### src/rtl/core_pkg.sv
// Shared types and default constants for the memory port arbiter.
package core_pkg;

  typedef logic [15:0] word_t;

  typedef enum logic {
    IDLE = 1'b0,
    BUSY = 1'b1
  } arb_state_t;

  localparam int DEFAULT_MEM_LATENCY  = 1;
  localparam int DEFAULT_STARVE_LIMIT = 4;

endpackage

### src/rtl/mem_arb_latency_counter.sv
// Load-and-count-down timer; done is high whenever the count has reached zero.
module mem_arb_latency_counter #(
  parameter int WIDTH = 1
) (
  input  logic             clk,
  input  logic             rst,
  input  logic             load,
  input  logic [WIDTH-1:0] load_value,
  output logic             done
);

  logic [WIDTH-1:0] count_q;

  always_ff @(posedge clk) begin
    if (rst) begin
      count_q <= '0;
    end else if (load) begin
      count_q <= load_value;
    end else if (count_q != '0) begin
      count_q <= count_q - WIDTH'(1);
    end
  end

  assign done = (count_q == '0);

endmodule

### src/rtl/mem_port_arbiter.sv
// Two-requester (fetch / memory-stage) arbiter for a single memory port.
// Optional starvation guard for fetch: define MEM_ARB_STARVE_GUARD_EN.
module mem_port_arbiter
  import core_pkg::*;
#(
  parameter int MEM_LATENCY  = DEFAULT_MEM_LATENCY,
  parameter int STARVE_LIMIT = DEFAULT_STARVE_LIMIT
) (
  input  logic        clk,
  input  logic        rst,
  input  logic        if_req,
  input  logic [15:0] if_addr,
  output logic        if_gnt,
  output logic        if_rvalid,
  output logic [15:0] if_rdata,
  input  logic        ma_req,
  input  logic        ma_we,
  input  logic [15:0] ma_addr,
  input  logic [15:0] ma_wdata,
  output logic        ma_gnt,
  output logic        ma_rvalid,
  output logic [15:0] ma_rdata,
  output logic [15:0] to_mem_addr,
  output logic [15:0] core_to_mem_data,
  output logic        core_to_mem_write_enable,
  input  logic [15:0] data_from_memory,
  output logic        busy
);

  localparam int CNT_W = (MEM_LATENCY < 1) ? 1 : $clog2(MEM_LATENCY + 1);
  localparam logic [CNT_W-1:0] LOAD_VAL = CNT_W'(MEM_LATENCY);

  generate
    if (MEM_LATENCY < 1 || STARVE_LIMIT < 1) begin : g_param_check
      $error("mem_port_arbiter: MEM_LATENCY and STARVE_LIMIT must be at least 1");
    end
  endgenerate

  arb_state_t state_q, state_d;
  logic       start, finish, pick_ma, force_if, cnt_done;
  logic       sel_ma_q, is_write_q;

  always_ff @(posedge clk) begin
    if (rst) state_q <= IDLE;
    else     state_q <= state_d;
  end

  always_comb begin
    state_d = state_q;
    start   = 1'b0;
    finish  = 1'b0;
    pick_ma = 1'b0;
    case (state_q)
      IDLE: begin
        if (if_req || ma_req) begin
          start   = 1'b1;
          pick_ma = ma_req && !force_if;
          state_d = BUSY;
        end
      end
      BUSY: begin
        if (cnt_done) begin
          finish  = 1'b1;
          state_d = IDLE;
        end
      end
      default: state_d = IDLE;
    endcase
  end

  // Counter is loaded at the grant edge, so it reads zero in the capture cycle.
  mem_arb_latency_counter #(.WIDTH(CNT_W)) u_latency (
    .clk        (clk),
    .rst        (rst),
    .load       (start),
    .load_value (LOAD_VAL),
    .done       (cnt_done)
  );

  always_ff @(posedge clk) begin
    if (rst) begin
      if_gnt                   <= 1'b0;
      ma_gnt                   <= 1'b0;
      if_rvalid                <= 1'b0;
      ma_rvalid                <= 1'b0;
      core_to_mem_write_enable <= 1'b0;
      to_mem_addr              <= '0;
      core_to_mem_data         <= '0;
      if_rdata                 <= '0;
      ma_rdata                 <= '0;
      sel_ma_q                 <= 1'b0;
      is_write_q               <= 1'b0;
    end else begin
      if_gnt                   <= 1'b0;
      ma_gnt                   <= 1'b0;
      if_rvalid                <= 1'b0;
      ma_rvalid                <= 1'b0;
      core_to_mem_write_enable <= 1'b0;
      if (start) begin
        if_gnt                   <= !pick_ma;
        ma_gnt                   <= pick_ma;
        to_mem_addr              <= pick_ma ? ma_addr : if_addr;
        core_to_mem_write_enable <= pick_ma && ma_we;
        sel_ma_q                 <= pick_ma;
        is_write_q               <= pick_ma && ma_we;
        if (pick_ma) core_to_mem_data <= ma_wdata;
      end
      // Fetch has no write data, so the port keeps the last store value.
      if (finish && !is_write_q) begin
        if (sel_ma_q) begin
          ma_rdata  <= data_from_memory;
          ma_rvalid <= 1'b1;
        end else begin
          if_rdata  <= data_from_memory;
          if_rvalid <= 1'b1;
        end
      end
    end
  end

  assign busy = (state_q != IDLE);

`ifdef MEM_ARB_STARVE_GUARD_EN
  localparam int STARVE_W = $clog2(STARVE_LIMIT + 1);
  logic [STARVE_W-1:0] starve_q;

  // Saturating count of MA wins while fetch was left waiting.
  always_ff @(posedge clk) begin
    if (rst) begin
      starve_q <= '0;
    end else if (state_q == IDLE) begin
      if (!if_req || (start && !pick_ma)) begin
        starve_q <= '0;
      end else if (start && pick_ma && starve_q != STARVE_W'(STARVE_LIMIT)) begin
        starve_q <= starve_q + STARVE_W'(1);
      end
    end
  end

  assign force_if = if_req && (starve_q == STARVE_W'(STARVE_LIMIT));
`else
  assign force_if = 1'b0;
`endif

endmodule

### config.mk
export PLATFORM = sky130hd
export DESIGN_NAME = mem_port_arbiter
export DESIGN_NICKNAME = d
export VERILOG_FILES = /design/src/rtl/core_pkg.sv /design/src/rtl/mem_arb_latency_counter.sv /design/src/rtl/mem_port_arbiter.sv
export SDC_FILE = /design/constraint.sdc
export NUM_CORES = 1
export LEC_CHECK = 0
export CORE_MARGIN = 1.5
export CORE_UTILIZATION = 30
export CTS_CLUSTER_DIAMETER = 200
export DETAILED_ROUTE_END_ITERATION = 16
export PLACE_DENSITY = 0.59
export SLEW_MARGIN = 20
export SYNTH_ARGS = -nofsm -noshare
export SYNTH_HDL_FRONTEND = slang
export SYNTH_SLANG_ARGS = --single-unit
### constraint.sdc
create_clock -name clk -period 2.8 [get_ports clk]
set_clock_uncertainty 0.2 [all_clocks]
set_input_delay 0.42 -clock clk [delete_from_list [all_inputs] [get_ports clk]]
set_output_delay 0.42 -clock clk [all_outputs]
set_load 0.005 [all_outputs]
# Word level (Yosys, flattened, before mapping)
# Cells that the tools add are included.
dict set report word_totals {
  ff_bits 73
  wordCells 41
  out_inout_bits 70
  inputBits 69
}
dict set report op_classes {
  n_bitwise 4
  n_reduce_logical 10
  add_sub_neg 1
  mux 13
}
# op n
set op_table {}
lappend op_table {{16-bit 2-to-1 mux} 1}
lappend op_table {{1-bit 2-to-1 mux} 11}
lappend op_table {{2-bit AND reduction} 3}
lappend op_table {{1-bit NOT} 4}
lappend op_table {{2-bit OR reduction} 2}
lappend op_table {{1-bit logical AND} 2}
lappend op_table {{1-bit zero test} 2}
lappend op_table {{1-bit one-hot mux with 2 select lines} 1}
lappend op_table {{1-bit logical OR} 1}
lappend op_table {{1-bit subtractor, second input constant} 1}

# Depth between registers and ports, before layout
dict set report logic_depth {
  depth_word 5
  mapped_depth 6
  ltp_nobuf 3
}

# Cells and area by module
# A second synthesis with hierarchy kept.
dict set report unflattened {
  hier_cells 312
  area_unflattened_um2 2855.2
}
# module seq_area_each_um2 area_each_um2 n_inst cells_each
set by_module_without_submodules {}
lappend by_module_without_submodules {mem_port_arbiter 1441.4 2822.7 1 309}
lappend by_module_without_submodules {mem_arb_latency_counter 20.0 32.5 1 3}

# Least setup slack after synthesis
# OpenSTA, ideal clock, no wires.
dict set report synth_path {
  path_kind {register -> register}
  startpoint {register state_q, in the netlist busy}
  endpoint {register if_rdata[11]}
  path_slack_ps 1167
  stages_incl_launch_ff 7
  path_buffers 3
  required_time_ps 2468
  t_arrival_ps 1301
  setup_ps 132
  synth_period_minus_slack_ps 1633
  path_cell_list {dfxtp_1 > buf_4 > or4b_1 > buf_6 > buf_8 > nand2_1 > a21oi_1}
}
dict set report synth_between {
  elab_chain_cells 3
}
# item line
set synth_rtl {}
lappend synth_rtl {{start, declared} mem_port_arbiter.sv:39} ;# arb_state_t state_q, state_d;
lappend synth_rtl {{start signal, assigned} mem_port_arbiter.sv:45} ;# else state_q <= state_d;
lappend synth_rtl {{1-bit 2-to-1 mux} mem_port_arbiter.sv:53} ;# case (state_q)
lappend synth_rtl {{1-bit logical AND} mem_port_arbiter.sv:109} ;# if (finish && !is_write_q) begin
lappend synth_rtl {{2-bit AND reduction (no source line)} -}
lappend synth_rtl {{end signal, assigned} mem_port_arbiter.sv:114} ;# if_rdata <= data_from_memory;
lappend synth_rtl {{end, declared} mem_port_arbiter.sv:15} ;# output logic [15:0] if_rdata,
# Every way passes these cells.
# A chain may end at the register's enable or synchronous reset.

# Worst setup path in the final report
dict set report layout_path {
  startpoint {register state_q, in the netlist busy}
  endpoint {output port busy}
}
# item line
set layout_lines {}
lappend layout_lines {{end, declared} mem_port_arbiter.sv:27} ;# output logic busy
# No word-level cell between the ends.

==> results.toml <==
[floorplan]
start_util_pct = 31.05
ios = 139
die_area_um2 = 9604
std_cell_rows = 34
core_area_um2 = 8721
die_y_um = 98
die_x_um = 98

[synth]
synth.largest_area_cell = "dfxtp_1"
synth_warnings = 0
synthMostInstantiatedCell = "nand2_1"
synthArstFlopShare_pct = 0
yosys-top-cells-count = "nand2_1, dfxtp_1, a21oi_1, nor2_1"
synth_area_um2 = 2708
synthFlopType = "dfxtp_1"
synth_area_leaders = "dfxtp_1, nand2_1, a21oi_1"
synth_seq_area_share_pct = 53.97
synth_nets = 381
yosysTopAreaCellShare_pct = 53.97
avgSynthCellArea_um2 = 8.678
synth-seq-cells = 73
yosysUniqueCellTypes = 28
synth_edf_count = 0
synthCells = 312

[cts]
holdBufCountCts = 0
clk_pin_slew_ns = 0.07
htreeDepth = 3
cts_root_buf = "clkbuf_8"
clk_latency_ns = 0.33
cts.sinks = 73
clockBufferDepth = 2
cts_setup_buffers = 0
post_cts_resized = 0
cts_buffers = 9
cts_tree = "yes"

[sta]
fin_crit_sh_pct = 73.07
hold_violations = 0
setup_tns_ns = 0
finalSetupViolations = 0
relSlewSlack_pct = 46.62
slew_viol_final = 0
fmax_mhz = 488.8
rsz0062_at_grt = "no"
period_needed_ns = 2.046
worst_pin_slew_ns = 0.7962

[layout]
layout-drive-gt1-share_pct = 6.935
fillCellCount = 852
diodes = 0
multi_input_area_um2 = 1114
final_nets = 511
area_growth_pct = 62.71
register_area_um2 = 1461

[pwr]
power_uw = 2603
total_leakage_power_uw = 0.001623
vdd_drop_max_uv = 225.8
p_per_area_nw_per_um2 = 590.9

[setup_path]
path_cells = "clkdlybuf4s50_1"
path_class = "flop to output port"
critical-path-top-delay-family = "buffers and inverters"
cp_slowest_cell = "clkdlybuf4s50_1"
reg2reg_slack_ns = 0.89
critical_path_buf_inv_count = 1
critPathCaptureType = "output port"
cp_data_arrival_time_ns = 1.43
critPathRequiredTime_ns = 2.18
critPathMaxStageDelay_ns = 0.59
start_kind = "flop"
cp_max_fo = 12

[global_routing]
grt.total_usage_pct = 14.89
overflow = 0
grt_pass1_wl_mm = 11.44
first_global_vias = 2355
antenna_found_initial = 0
grt_max_degree = 33

[detailed_routing]
routedWlPerCell_um = 12.80
route.detailed.drc = 0
routed_via_density = 4.512
vias = 2504
drt_iter0_drc = 71
drt_pass1_iterations = 4
wl_mm = 7.106
drtAntennaViolNets = 0

[placement]
gp_congestion = 0.7103
place_hpwl_mm = 5.141
io_buffers = 138

[min_path]
hold_class = "flop to flop"

[outcome]
status = "finished clean"

[run]
cap_violations = 0
==> cells in the final DEF, fill, tap and decap left out <==
cell	instances
nor2b_1	2
nor4bb_4	1
or4b_1	1
a21oi_1	49
a211oi_1	16
buf_2	1
nand2_1	93
and2b_1	1
clkinvlp_4	1
nor3_1	2
nor4b_4	1
bufinv_16	3
nand4bb_1	1
dfxtp_1	73
or2_2	1
nand2b_1	1
clkbuf_8	12
inv_1	1
o21ai_0	1
clkdlybuf4s50_1	137
mux2i_1	16
o21ba_2	1
nor4_1	1
nor3b_1	2
nor2_1	19
buf_4	7
nand2_2	3
==> state kept, by name (all words and copies together), names as in the netlist, 16 cells and up <==
signal,flops
core_to_mem_data,16
if_rdata,16
ma_rdata,16
to_mem_addr,16
==> cells by family after synthesis <==
kind of cell	Yosys count	synth area share, %
buf+inv	27	5.452
flops	73	53.97
simple gates	129	20.61
compound gates	67	14.05
mux	16	5.915
==> layer usage <==
metal,vias up,wire length (µm),track usage [%]
met2,97,3051,22.71
li1,1294,-,-
met4,0,128,6.593
met1,1102,3274,18.82
met5,-,0,0
met3,11,652,5.512
==> area by class of cell <==
cell class | count | share of cell area (%)
flip-flops and latches | 73 | 33.17
clock buffers | 12 | 3.749
repair buffers | 145 | 32.43
well taps | 108 | 3.067
inverters | 1 | 0.08520
clock inverters | 4 | 2.215
multi-input cells | 212 | 25.28
==> stage by stage <==
step                      instances  hold slack (ns)  setup WS [ns]  area [µm²]  utilization [%]
after floorplan                 312           0.2527          1.167        2708                -
after global placement          539           0.2423         0.7732        4143            47.50
after detailed placement        539           0.2455         0.7230        4143            47.50
after CTS                       555           0.2582         0.7274        4405            50.52
after global routing            555           0.2744         0.6554        4405            50.52
final                           555           0.2544         0.7541        4405            50.52
==> where the power goes <==
group / switching, µW / internal, µW
clock network: 384 / 665
registers: 40.5 / 1100
logic: 159 / 251
==> final timing paths <==
| check | from | endpoint | cells after the start |
|---|---|---|---|
| min reg2reg | ma_rdata[11] | ma_rdata[11] | 2 |
| min | ma_rdata[11] | ma_rdata[11] | 2 |
| max | busy | busy | 1 |
| max reg2reg | busy | if_rdata[6] | 3 |
(Power assumes the default switching activity.)
